$ cat src/rtl/mem_stage_sram.sv
// Memory stage: 32-bit loads/stores on a 16-bit async SRAM as two half-word accesses.
// Latency: non-memory ops pass through combinationally; memory ops occupy 2*LAT+2 cycles.
// Backpressure: ready is low from op detection through the HI half, high for one DONE cycle.
module mem_stage_sram #(
  parameter int BASE_ADDR = 1024,
  parameter int LAT       = 1
) (
  input  logic        clk,
  input  logic        rst,
  input  logic        wb_en_in,
  input  logic        mem_read_in,
  input  logic        mem_write_in,
  input  logic [3:0]  dest_in,
  input  logic [31:0] alu_res_in,
  input  logic [31:0] val_rm_in,
  output logic        wb_en_out,
  output logic        mem_read_out,
  output logic [3:0]  dest_out,
  output logic [31:0] alu_res_out,
  output logic [31:0] mem_data_out,
  output logic        ready,
  output logic [17:0] sram_addr,
  output logic [15:0] sram_dq_out,
  output logic        sram_dq_oe,
  input  logic [15:0] sram_dq_in,
  output logic        sram_we_n
);

  typedef enum logic [1:0] {S_IDLE, S_LO, S_HI, S_DONE} state_t;

  localparam int            CW       = (LAT > 1) ? $clog2(LAT) : 1;
  localparam logic [CW-1:0] CNT_LAST = CW'(LAT - 1);

  state_t        state_q;
  logic [CW-1:0] cnt_q;
  logic          store_q;
  logic [16:0]   word_q;
  logic [15:0]   data_hi_q;
  logic [31:0]   mem_data_q;
  logic [17:0]   sram_addr_q;
  logic [15:0]   sram_dq_q;
  logic          sram_oe_q;
  logic          sram_we_n_q;

  logic          mem_op_d;
  logic [16:0]   word_d;

  // Pipeline control fields are forwarded untouched toward WB
  assign wb_en_out    = wb_en_in;
  assign mem_read_out = mem_read_in;
  assign dest_out     = dest_in;
  assign alu_res_out  = alu_res_in;

  // Word index relative to the SRAM base; low addresses wrap modulo 2^17 words
  assign mem_op_d = mem_read_in | mem_write_in;
  assign word_d   = 17'((alu_res_in - 32'(BASE_ADDR)) >> 2);

  // Freeze upstream while an op is being detected or is on the bus
  always_comb begin
    ready = 1'b0;
    case (state_q)
      S_IDLE:  ready = ~mem_op_d;
      S_DONE:  ready = 1'b1;
      default: ready = 1'b0;
    endcase
  end

  assign mem_data_out = mem_data_q;
  assign sram_addr    = sram_addr_q;
  assign sram_dq_out  = sram_dq_q;
  assign sram_dq_oe   = sram_oe_q;
  assign sram_we_n    = sram_we_n_q;

  // Access sequencer: bus outputs are registered so they line up with LO/HI states
  always_ff @(posedge clk or posedge rst) begin
    if (rst) begin
      state_q     <= S_IDLE;
      cnt_q       <= '0;
      store_q     <= 1'b0;
      word_q      <= '0;
      data_hi_q   <= '0;
      mem_data_q  <= '0;
      sram_addr_q <= '0;
      sram_dq_q   <= '0;
      sram_oe_q   <= 1'b0;
      sram_we_n_q <= 1'b1;
    end else begin
      case (state_q)
        S_IDLE: begin
          if (mem_op_d) begin
            state_q     <= S_LO;
            cnt_q       <= '0;
            store_q     <= mem_write_in;
            word_q      <= word_d;
            data_hi_q   <= val_rm_in[31:16];
            sram_addr_q <= {word_d, 1'b0};
            sram_dq_q   <= val_rm_in[15:0];
            sram_oe_q   <= mem_write_in;
            sram_we_n_q <= ~mem_write_in;
          end
        end
        S_LO: begin
          if (cnt_q == CNT_LAST) begin
            state_q     <= S_HI;
            cnt_q       <= '0;
            sram_addr_q <= {word_q, 1'b1};
            sram_dq_q   <= data_hi_q;
            if (!store_q) mem_data_q[15:0] <= sram_dq_in;
          end else begin
            cnt_q <= cnt_q + 1'b1;
          end
        end
        S_HI: begin
          if (cnt_q == CNT_LAST) begin
            state_q     <= S_DONE;
            cnt_q       <= '0;
            sram_oe_q   <= 1'b0;
            sram_we_n_q <= 1'b1;
            if (!store_q) mem_data_q[31:16] <= sram_dq_in;
          end else begin
            cnt_q <= cnt_q + 1'b1;
          end
        end
        default: begin
          state_q <= S_IDLE;
        end
      endcase
    end
  end

endmodule
$ cat config.mk
export PLATFORM = sky130hd
export DESIGN_NAME = mem_stage_sram
export DESIGN_NICKNAME = d
export VERILOG_FILES = /design/src/rtl/mem_stage_sram.sv
export SDC_FILE = /design/constraint.sdc
export NUM_CORES = 1
export LEC_CHECK = 0
export CORE_MARGIN = 2
export CORE_UTILIZATION = 35
export CTS_CLUSTER_DIAMETER = 150
export DETAILED_ROUTE_END_ITERATION = 10
export DONT_BUFFER_PORTS = 1
export PLACE_DENSITY_LB_ADDON = 0.3
export SETUP_SLACK_MARGIN = 0.15
export SLEW_MARGIN = 20
export SYNTH_ARGS = -nofsm -noshare
export SYNTH_HDL_FRONTEND = slang
export SYNTH_SLANG_ARGS = --single-unit
$ cat constraint.sdc
create_clock -name clk -period 7.3 [get_ports clk]
set_input_delay 1.095 -clock clk [delete_from_list [all_inputs] [get_ports clk]]
set_output_delay 1.095 -clock clk [all_outputs]
set_load 0.01 [all_outputs]
==> results of run 1 <==
state kept, by name, indices dropped and copies added (netlist names):
name          cells
mem_data_out     32
sram_addr        18
word_q           17
data_hi_q        16
sram_dq_out      16
state_q           2
sram_dq_oe        1
sram_we_n         1
store_q           1
path summary, 6_finish.rpt:
check,cells after the start,slack [ns],endpoint,start
max reg2reg,6,4.65,mem_data_out[3],state_q[1]
max,4,4.03,ready,state_q[0]
min reg2reg,2,0.48,word_q[14],word_q[14]
min,2,0.48,word_q[14],word_q[14]
min in group asynchronous,1,0.69,mem_data_out[4],rst
max in group asynchronous,2,5.42,mem_data_out[29],rst
layout make-up:
| cell class | instances | area [um2] | area share [%] |
|---|---|---|---|
| flip-flops and latches | 104 | 2600 | 53.8 |
| multi-input cells | 221 | 1670 | 34.5 |
| clock buffers | 12 | 256 | 5.30 |
| well taps | 176 | 220 | 4.55 |
| repair buffers | 4 | 30.0 | 0.621 |
| clock inverters | 4 | 28.8 | 0.595 |
| inverters | 7 | 28.8 | 0.595 |
worst max-delay path, cell delays in order, from the launching register on:
cell and delay (ns):
sky130_fd_sc_hd__dfrtp_1 0.42, sky130_fd_sc_hd__inv_1 0.10, sky130_fd_sc_hd__ha_1 0.43, sky130_fd_sc_hd__or3b_1 0.57, sky130_fd_sc_hd__a21oi_1 0.32
report_power, final:
group / internal (uW) / switching (uW) / leakage [uW] / total [uW]
logic: 347 / 373 / 0.000649 / 721
clock network: 250 / 205 / 0.000135 / 455
registers: 880 / 275 / 0.00124 / 1160
total: 1480 / 853 / 0.00203 / 2330
cell usage in the layout (no fill, tap or decap), types with 2 or more instances in the layout:
cell	count
sky130_fd_sc_hd__o21ai_4	2
sky130_fd_sc_hd__nand2_1	45
sky130_fd_sc_hd__ha_1	4
sky130_fd_sc_hd__a32oi_1	2
sky130_fd_sc_hd__clkinvlp_4	2
sky130_fd_sc_hd__buf_4	4
sky130_fd_sc_hd__o21ai_0	43
sky130_fd_sc_hd__mux2_2	57
sky130_fd_sc_hd__nand2b_1	3
sky130_fd_sc_hd__dfrtp_1	103
sky130_fd_sc_hd__mux2i_1	24
sky130_fd_sc_hd__clkbuf_8	2
sky130_fd_sc_hd__o21ai_1	2
sky130_fd_sc_hd__clkbuf_16	9
sky130_fd_sc_hd__xnor2_1	5
sky130_fd_sc_hd__and3_1	2
sky130_fd_sc_hd__a21oi_1	6
sky130_fd_sc_hd__nor2_1	9
sky130_fd_sc_hd__o311ai_0	2
sky130_fd_sc_hd__xor2_1	2
sky130_fd_sc_hd__a22o_1	2
sky130_fd_sc_hd__inv_1	6
cells by family after synthesis:
group                    share of synthesized area (%)
XOR/XNOR                                          1.31
adder cells (fa/ha/maj)                           1.33
AO/OA/AOI/OAI                                     7.41
multiplexers                                      18.8
flip-flops                                        55.4
buffers and inverters                             9.22
AND/OR/NAND/NOR                                   6.50
stage by stage:
| step | std cells | cell area, um2 | setup slack (ns) |
|---|---|---|---|
| 2_1_floorplan | 390 | 4700 | 3.47 |
| 3_3_place_gp | 512 | 4550 | 4.24 |
| 3_5_place_dp | 512 | 4550 | 4.24 |
| 4_1_cts | 528 | 4840 | 3.99 |
| 5_1_grt | 528 | 4840 | 3.88 |
| 6_report | 528 | 4840 | 4.03 |
per-layer routing:
| metal | global-route usage, % | vias up | part of all wire, % |
|---|---|---|---|
| li1 | - | 1210 | - |
| met1 | 15.3 | 1294 | 40 |
| met2 | 22.2 | 120 | 49 |
| met3 | 4.85 | 14 | 9.6 |
| met4 | 5.96 | 0 | 1.8 |
| met5 | 0 | - | 0 |
==> run_results.csv, run 1 <==
group,metric,value,unit
outcome,run_status,"finished, final reports clean",
global_routing,grt_total_usage,13.3,%
pwr,fin_total_pwr,2330,uW
sta,slew_headroom,46.0,%
routing,wl_per_cell,17.4,um
logic_synthesis,postSynthAreaPerCell,12.0,um2
cts,clock_tree.buffer_depth,2,
logic_synthesis,synth_sequential_area_ratio,55.4,%
die,starting_density,35.6,%
logic_synthesis,netlist_top_cells_count,"sky130_fd_sc_hd__dfrtp_1 (103), sky130_fd_sc_hd__mux2_2 (57), sky130_fd_sc_hd__nand2_1 (45)",
cts,number_of_buffers_created_by_cts,9,
routing,postRouteAntennaNets,0,
sta,post-route-period-util,44.7,%
final_layout,final_net_count,441,
final_layout,final.fill_count,1289,
pwr,worst_ir_drop_vdd,0.185,mV
sta,max_freq,306,MHz
sta,clock_skews,0.00654,ns
run,maxCapViolCount,0,
sta,max_slew.worst_pin.slew,0.809,ns
global_routing,grt_max_degree,62,
final_layout,antennaDiodeCount,0,
routing,routed_wirelength,9190,um
final_layout,drive_gt1_share,23.9,%
die,die_h,120,um
logic_synthesis,yosys.area.top_type_share,54.9,%
final_layout,flow.area_growth_from_synthesis,3.01,%
place,portBuffers,0,
sta,grt_setup_unrepaired,"false",
critical_path,cp.required,6.20,ns
pwr,leakagePower,0.00203,uW
logic_synthesis,synth-warning-count,0,
die,placement_rows,42,
routing,via_count,2638,
logic_synthesis,synth_top_flop_cell,"sky130_fd_sc_hd__dfrtp_1",
die,fp.dieArea,14400,um2
die,chipWidth,120,um
die,ioPinCount,196,
sta,post-route-min-period,3.27,ns
global_routing,grt_first_pass_wirelength,15000,um
logic_synthesis,post_synth_main_area_contributors,"sky130_fd_sc_hd__dfrtp_1 (55%), sky130_fd_sc_hd__mux2_2 (14%), sky130_fd_sc_hd__buf_4 (6.6%), sky130_fd_sc_hd__mux2i_1 (5.1%), sky130_fd_sc_hd__o21ai_0 (4.6%)",
critical_path,arr_time_crit_path,2.17,ns
logic_synthesis,synth_edf_count,0,
critical_path,setup.worst_path.start_class,"flip-flop",
routing,drt_pass1_iterations,4,
cts,post_cts_resized,0,
place,place.gp.congestion,0.731,
sta,hold_violations,0,
final_layout,layout.core_utilization,36.7,%
logic_synthesis,syn_area,4700,um2
routing,drc,0,
logic_synthesis,yosys.cell_count.top_type,"sky130_fd_sc_hd__dfrtp_1",
cts,post_cts_hold_buffer_count,0,
cts,cts_root_buf,"sky130_fd_sc_hd__clkbuf_16",
global_routing,globalRouteOverflowTotal,0,
logic_synthesis,postSynthNetCount,484,
global_routing,antenna_found_initial,0,
logic_synthesis,synthCells,390,
critical_path,cp_max_fo,11,
routing,drt-initial-drc-count,112,
cts,clock_insertion_delay_worst_skew,0.34,ns
critical_path,critical_path_class,"reg -> out",
logic_synthesis,synth_async_sr_flop_share,100,%
logic_synthesis,yosys_register_bits,104,
sta,setup_viol,0,
sta,setup_total_negative_slack,0,ns
sta,whs,0.477,ns
die,core,13200,um2
global_routing,grt_pass1_vias,2868,
critical_path,worst_setup_path_end_kind,"output port",
logic_synthesis,post-synth-top-area-cell,"sky130_fd_sc_hd__dfrtp_1",
logic_synthesis,synth.lib_cells_used.distinct,36,
cts,postCtsSetupRepairBufs,0,
cts,tritoncts,"built",
cts,htreeDepth,3,
routing,avgViaCountPerCell,5.00,
sta,drv_slew,0,
place,hpwlAfterDp,6410,um
hold_path,hold_path_class,"reg -> reg",
pwr,power.density,482,nW/um2
cts,clock_slew_at_reported_path_ffs,0.07,ns
cts,numClockSinks,104,
Note: power is estimated with default switching activity, not from simulation.
==> run 2, diff against run 1 <==
==> constraint.sdc (replaced) <==
create_clock -name clk -period 3.4 [get_ports clk]
set_input_delay 0.51 -clock clk [delete_from_list [all_inputs] [get_ports clk]]
set_output_delay 0.51 -clock clk [all_outputs]
set_load 0.01 [all_outputs]
==> run_results.csv, run 2 (synthesis gave the netlist of run 1 again) <==
group,metric,value,unit
final_layout,final_common_cell,"sky130_fd_sc_hd__dfrtp_1",
final_layout,final_net_count,442,
hold_path,hold_path_class,"in -> async",
place,hpwlAfterDp,6600,um
critical_path,r2r_cells,6,
routing,drt-initial-drc-count,143,
run,maxCapViolCount,0,
global_routing,grt_pass1_vias,2692,
die,placement_rows,42,
sta,whs,0.129,ns
cts,clock_slew_at_reported_path_ffs,0.07,ns
cts,numClockSinks,104,
die,core,13200,um2
global_routing,globalRouteOverflowTotal,0,
final_layout,largest_reg_flops,32,
die,chipWidth,120,um
pwr,fin_total_pwr,5070,uW
cts,tritoncts,"built",
cts,cts_root_buf,"sky130_fd_sc_hd__clkbuf_16",
sta,max_slew.worst_pin.slew,0.840,ns
die,starting_density,35.6,%
routing,via_count,2620,
routing,drc,0,
die,die_h,120,um
critical_path,critical_path_max_stage_delay,0.56,ns
critical_path,arr_time_crit_path,2.23,ns
critical_path,origin_of_the_worst_setup_path,"state_q[1]",
final_layout,final.fill_count,1282,
cts,clock_tree.buffer_depth,2,
critical_path,cp.buffers_inverters,1,
routing,drt_pass1_iterations,4,
sta,hold_violations,0,
critical_path,critical_path_class,"reg -> out",
critical_path,crit-reg2reg-launch,"state_q[1]",
sta,post-route-period-util,80.5,%
global_routing,grt_total_usage,13.3,%
pwr,power.density,1040,nW/um2
global_routing,grt_max_degree,105,
routing,routed_wirelength,9300,um
critical_path,worstSetupPathDepth,4,
critical_path,worst_path_max_delay_cell,"sky130_fd_sc_hd__or3b_1",
sta,drv_slew,0,
critical_path,worst_setup_path_end_kind,"output port",
final_layout,top_library_cells_by_usage_in_the_layout_fill_and_taps_aside,"sky130_fd_sc_hd__dfrtp_1 (103), sky130_fd_sc_hd__mux2_2 (57), sky130_fd_sc_hd__nand2_1 (45)",
sta,setup_viol,0,
cts,postCtsSetupRepairBufs,0,
sta,max_freq,366,MHz
cts,clock_insertion_delay_worst_skew,0.34,ns
sta,grt_setup_unrepaired,"false",
critical_path,crit_end,"ready",
cts,post_cts_resized,0,
outcome,run_status,"finished, final reports clean",
critical_path,crit-reg2reg-capture,"sram_dq_out[10]",
critical_path,worst_path_dominant_cell_family,"simple AND/OR/NAND/NOR gates",
sta,clock_skews,0.00513,ns
place,place.gp.congestion,0.716,
critical_path,timing.critical_path.cells,"inv_1 -> ha_1 -> or3b_1 -> a21oi_1",
cts,number_of_buffers_created_by_cts,9,
global_routing,antenna_found_initial,0,
routing,wl_per_cell,17.6,um
critical_path,setup.worst_path.start_class,"flip-flop",
routing,postRouteAntennaNets,0,
die,ioPinCount,196,
critical_path,ff2ff_setup_slack,0.83,ns
cts,htreeDepth,3,
global_routing,grt_first_pass_wirelength,14800,um
routing,avgViaCountPerCell,4.96,
die,fp.dieArea,14400,um2
critical_path,cp.required,2.89,ns
final_layout,drive_gt1_share,24.1,%
final_layout,antennaDiodeCount,0,
sta,post-route-min-period,2.74,ns
sta,slew_headroom,44.0,%
critical_path,cp_max_fo,11,
final_layout,flow.area_growth_from_synthesis,3.65,%
cts,post_cts_hold_buffer_count,0,
sta,setup_total_negative_slack,0,ns
pwr,leakagePower,0.00205,uW
place,portBuffers,0,
pwr,worst_ir_drop_vdd,0.374,mV
run 2: cell count changes in the layout (fill, tap and decap cells not counted):
cell                         delta
sky130_fd_sc_hd__buf_12         +1
sky130_fd_sc_hd__clkinv_4       +2
sky130_fd_sc_hd__clkinvlp_4     -2
sky130_fd_sc_hd__clkbuf_1       -1
sky130_fd_sc_hd__clkbuf_8       -2
sky130_fd_sc_hd__inv_6          +1
sky130_fd_sc_hd__bufinv_16      +1
run 2: report_power, final:
group / switching (uW) / internal [uW] / total, uW
sequential: 598 / 1890 / 2490
combinational: 801 / 758 / 1560
clock: 457 / 572 / 1030
total: 1860 / 3220 / 5070
run 2: area by class of cell:
cell class | instances | area, um2 | share of cell area, %
clock inverter | 6 | 70.1 | 1.44
clock buffer | 9 | 225 | 4.63
sequential | 104 | 2600 | 53.5
multi-input combinational | 221 | 1670 | 34.3
tap | 176 | 220 | 4.52
timing repair buffer | 5 | 50.0 | 1.03
inverter | 7 | 28.8 | 0.591
run 2: through the flow:
step / worst slack (ns) / utilization (%) / cells / cell area [um2]
2_1_floorplan: 0.159 / - / 390 / 4700
3_3_place_gp: 0.955 / 34.7 / 513 / 4570
3_5_place_dp: 0.838 / 34.7 / 513 / 4570
4_1_cts: 0.644 / 36.9 / 528 / 4870
5_1_grt: 0.496 / 36.9 / 528 / 4870
6_report: 0.664 / 36.9 / 528 / 4870
run 2: worst min-delay path by stage:
| stage | from | endpoint | slack, ns | depth (start not counted) |
|---|---|---|---|---|
| after floorplan | word_q[13] | word_q[13] | 0.44 | 2 |
| after global placement | word_q[10] | word_q[10] | 0.46 | 2 |
| after detailed placement | word_q[11] | word_q[11] | 0.47 | 2 |
| after CTS | rst | sram_dq_out[11] | 0.19 | 2 |
| after global routing | rst | mem_data_out[4] | 0.16 | 2 |
| final | rst | mem_data_out[4] | 0.13 | 2 |
run 2: per-layer routing:
layer  wire [um]  track usage, %
met2        4470            22.0
met1        3720            15.0
met5           0               0
met3         952            6.32
met4         154            4.85
==> run 3, diff against run 2 <==
==> constraint.sdc (replaced) <==
create_clock -name clk -period 2.6 [get_ports clk]
set_input_delay 0.39 -clock clk [delete_from_list [all_inputs] [get_ports clk]]
set_output_delay 0.39 -clock clk [all_outputs]
set_load 0.01 [all_outputs]
==> run_results.csv, run 3 (synthesis gave the netlist of run 1 again) <==
group,metric,value,unit
global_routing,antenna_found_initial,0,
cts,postCtsSetupRepairBufs,0,
cts,tritoncts,"built",
pwr,worst_ir_drop_vdd,0.331,mV
pwr,intPower,4210,uW
die,core,13200,um2
routing,postRouteAntennaNets,0,
pwr,net-switching-power,2410,uW
die,placement_rows,42,
place,place.gp.congestion,0.702,
hold_path,hold_path_class,"in -> reg",
cts,clock_insertion_delay_worst_skew,0.34,ns
final_layout,top_library_cells_by_usage_in_the_layout_fill_and_taps_aside,"sky130_fd_sc_hd__dfrtp_1 (103), sky130_fd_sc_hd__mux2_2 (57), sky130_fd_sc_hd__nand2_1 (45)",
pwr,power.share.combinational,31.7,%
sta,drv_slew,0,
critical_path,setup.worst_path.start_class,"flip-flop",
sta,post-route-min-period,2.30,ns
critical_path,cp.required,2.21,ns
sta,slew_headroom,64.2,%
final_layout,final_common_cell,"sky130_fd_sc_hd__dfrtp_1",
pwr,power.sequential.fraction,49.1,%
cts,number_of_buffers_created_by_cts,9,
global_routing,grt_first_pass_wirelength,14600,um
die,ioPinCount,196,
critical_path,worst_setup_path_end_kind,"output port",
routing,drt_pass1_iterations,4,
run,maxCapViolCount,0,
routing,avgViaCountPerCell,4.97,
final_layout,antennaDiodeCount,0,
sta,setup_viol,0,
routing,drt-initial-drc-count,77,
global_routing,grt_total_usage,13.3,%
sta,final.setup.worst_slack,0.303,ns
sta,max_slew.worst_pin.slew,0.537,ns
critical_path,critical_path_class,"reg -> out",
routing,wl_per_cell,17.3,um
critical_path,crit-reg2reg-launch,"state_q[1]",
pwr,power.density,1350,nW/um2
hold_path,min-delay-start,"alu_res_in[10]",
pwr,switching_share,36.4,%
critical_path,cp_max_fo,10,
global_routing,grt_pass1_vias,2752,
sta,clock_skews,0.00723,ns
global_routing,globalRouteOverflowTotal,0,
cts,clock_tree.buffer_depth,2,
final_layout,flow.area_growth_from_synthesis,4.69,%
sta,grt_setup_unrepaired,"false",
place,dp_worst_setup_slack,0.510,ns
routing,via_count,2656,
sta,post-route-period-util,88.4,%
pwr,clock_power_share,19.2,%
cts,clock_slew_at_reported_path_ffs,0.07,ns
cts,htreeDepth,3,
outcome,run_status,"finished, final reports clean",
sta,max_freq,435,MHz
pwr,fin_total_pwr,6620,uW
cts,numClockSinks,104,
final_layout,final_net_count,448,
sta,setup_total_negative_slack,0,ns
cts,cts_root_buf,"sky130_fd_sc_hd__clkbuf_16",
place,portBuffers,0,
die,chipWidth,120,um
die,fp.dieArea,14400,um2
sta,whs,0.159,ns
critical_path,origin_of_the_worst_setup_path,"state_q[1]",
routing,drc,0,
die,die_h,120,um
die,starting_density,35.6,%
place,hpwlAfterDp,6660,um
final_layout,drive_gt1_share,25.1,%
pwr,leakagePower,0.00206,uW
routing,routed_wirelength,9230,um
global_routing,grt_max_degree,46,
critical_path,arr_time_crit_path,1.91,ns
final_layout,largest_reg_flops,32,
sta,hold_violations,0,
[run 3: worst paths after layout]
kind	end	slack (ns)	depth (start not counted)
hold / removal	word_q[8]	0.16	1
hold reg to reg	word_q[11]	0.48	2
max in group asynchronous	mem_data_out[22]	1.49	3
setup / recovery	ready	0.30	4
min in group asynchronous	data_hi_q[9]	0.50	2
setup reg to reg	sram_addr[13]	0.54	7
[run 3: repair_timing]
action / CTS / global route
hold buffers: 1 / 0
hold endpoints to repair: 11 / 0
resized for setup: 0 / 0
[run 3: power by group through the flow]
| stage | Combinational (uW) | Clock, uW | Sequential (uW) |
|---|---|---|---|
| final | 2100 | 1270 | 3250 |
| after global routing | 2370 | 1400 | 3360 |
| after CTS | 2160 | 1320 | 3270 |
| after detailed placement | 2160 | 0 | 3300 |
| after global placement | 2060 | 0 | 3270 |
| after floorplan | 1850 | 0 | 3100 |
[run 3: worst max-delay path, stage by stage (launching register included)]
cell and delay [ns]:
sky130_fd_sc_hd__dfrtp_1 0.40, sky130_fd_sc_hd__inv_1 0.11, sky130_fd_sc_hd__ha_1 0.18, sky130_fd_sc_hd__or3b_1 0.52, sky130_fd_sc_hd__a21oi_1 0.36
[run 3: layer usage]
layer / share of wire (%) / global-route usage (%)
met5: 0 / 0
met4: 1.9 / 6.32
met3: 8.9 / 5.09
met2: 47 / 20.8
met1: 43 / 16.2
[run 3: area by class of cell]
class | count | area [um2]
inverters | 7 | 30.0
multi-input cells | 221 | 1670
fillers | 1280 | 8270
clock buffers | 11 | 253
flip-flops and latches | 104 | 2600
clock inverters | 4 | 30.0
well taps | 176 | 220
repair buffers | 11 | 110
[run 3: stage by stage]
step	utilization, %	std cells	area (um2)
2_1_floorplan	-	390	4700
3_3_place_gp	35.1	518	4620
3_5_place_dp	35.1	518	4620
4_1_cts	37.3	534	4920
5_1_grt	37.3	534	4920
6_report	37.3	534	4920
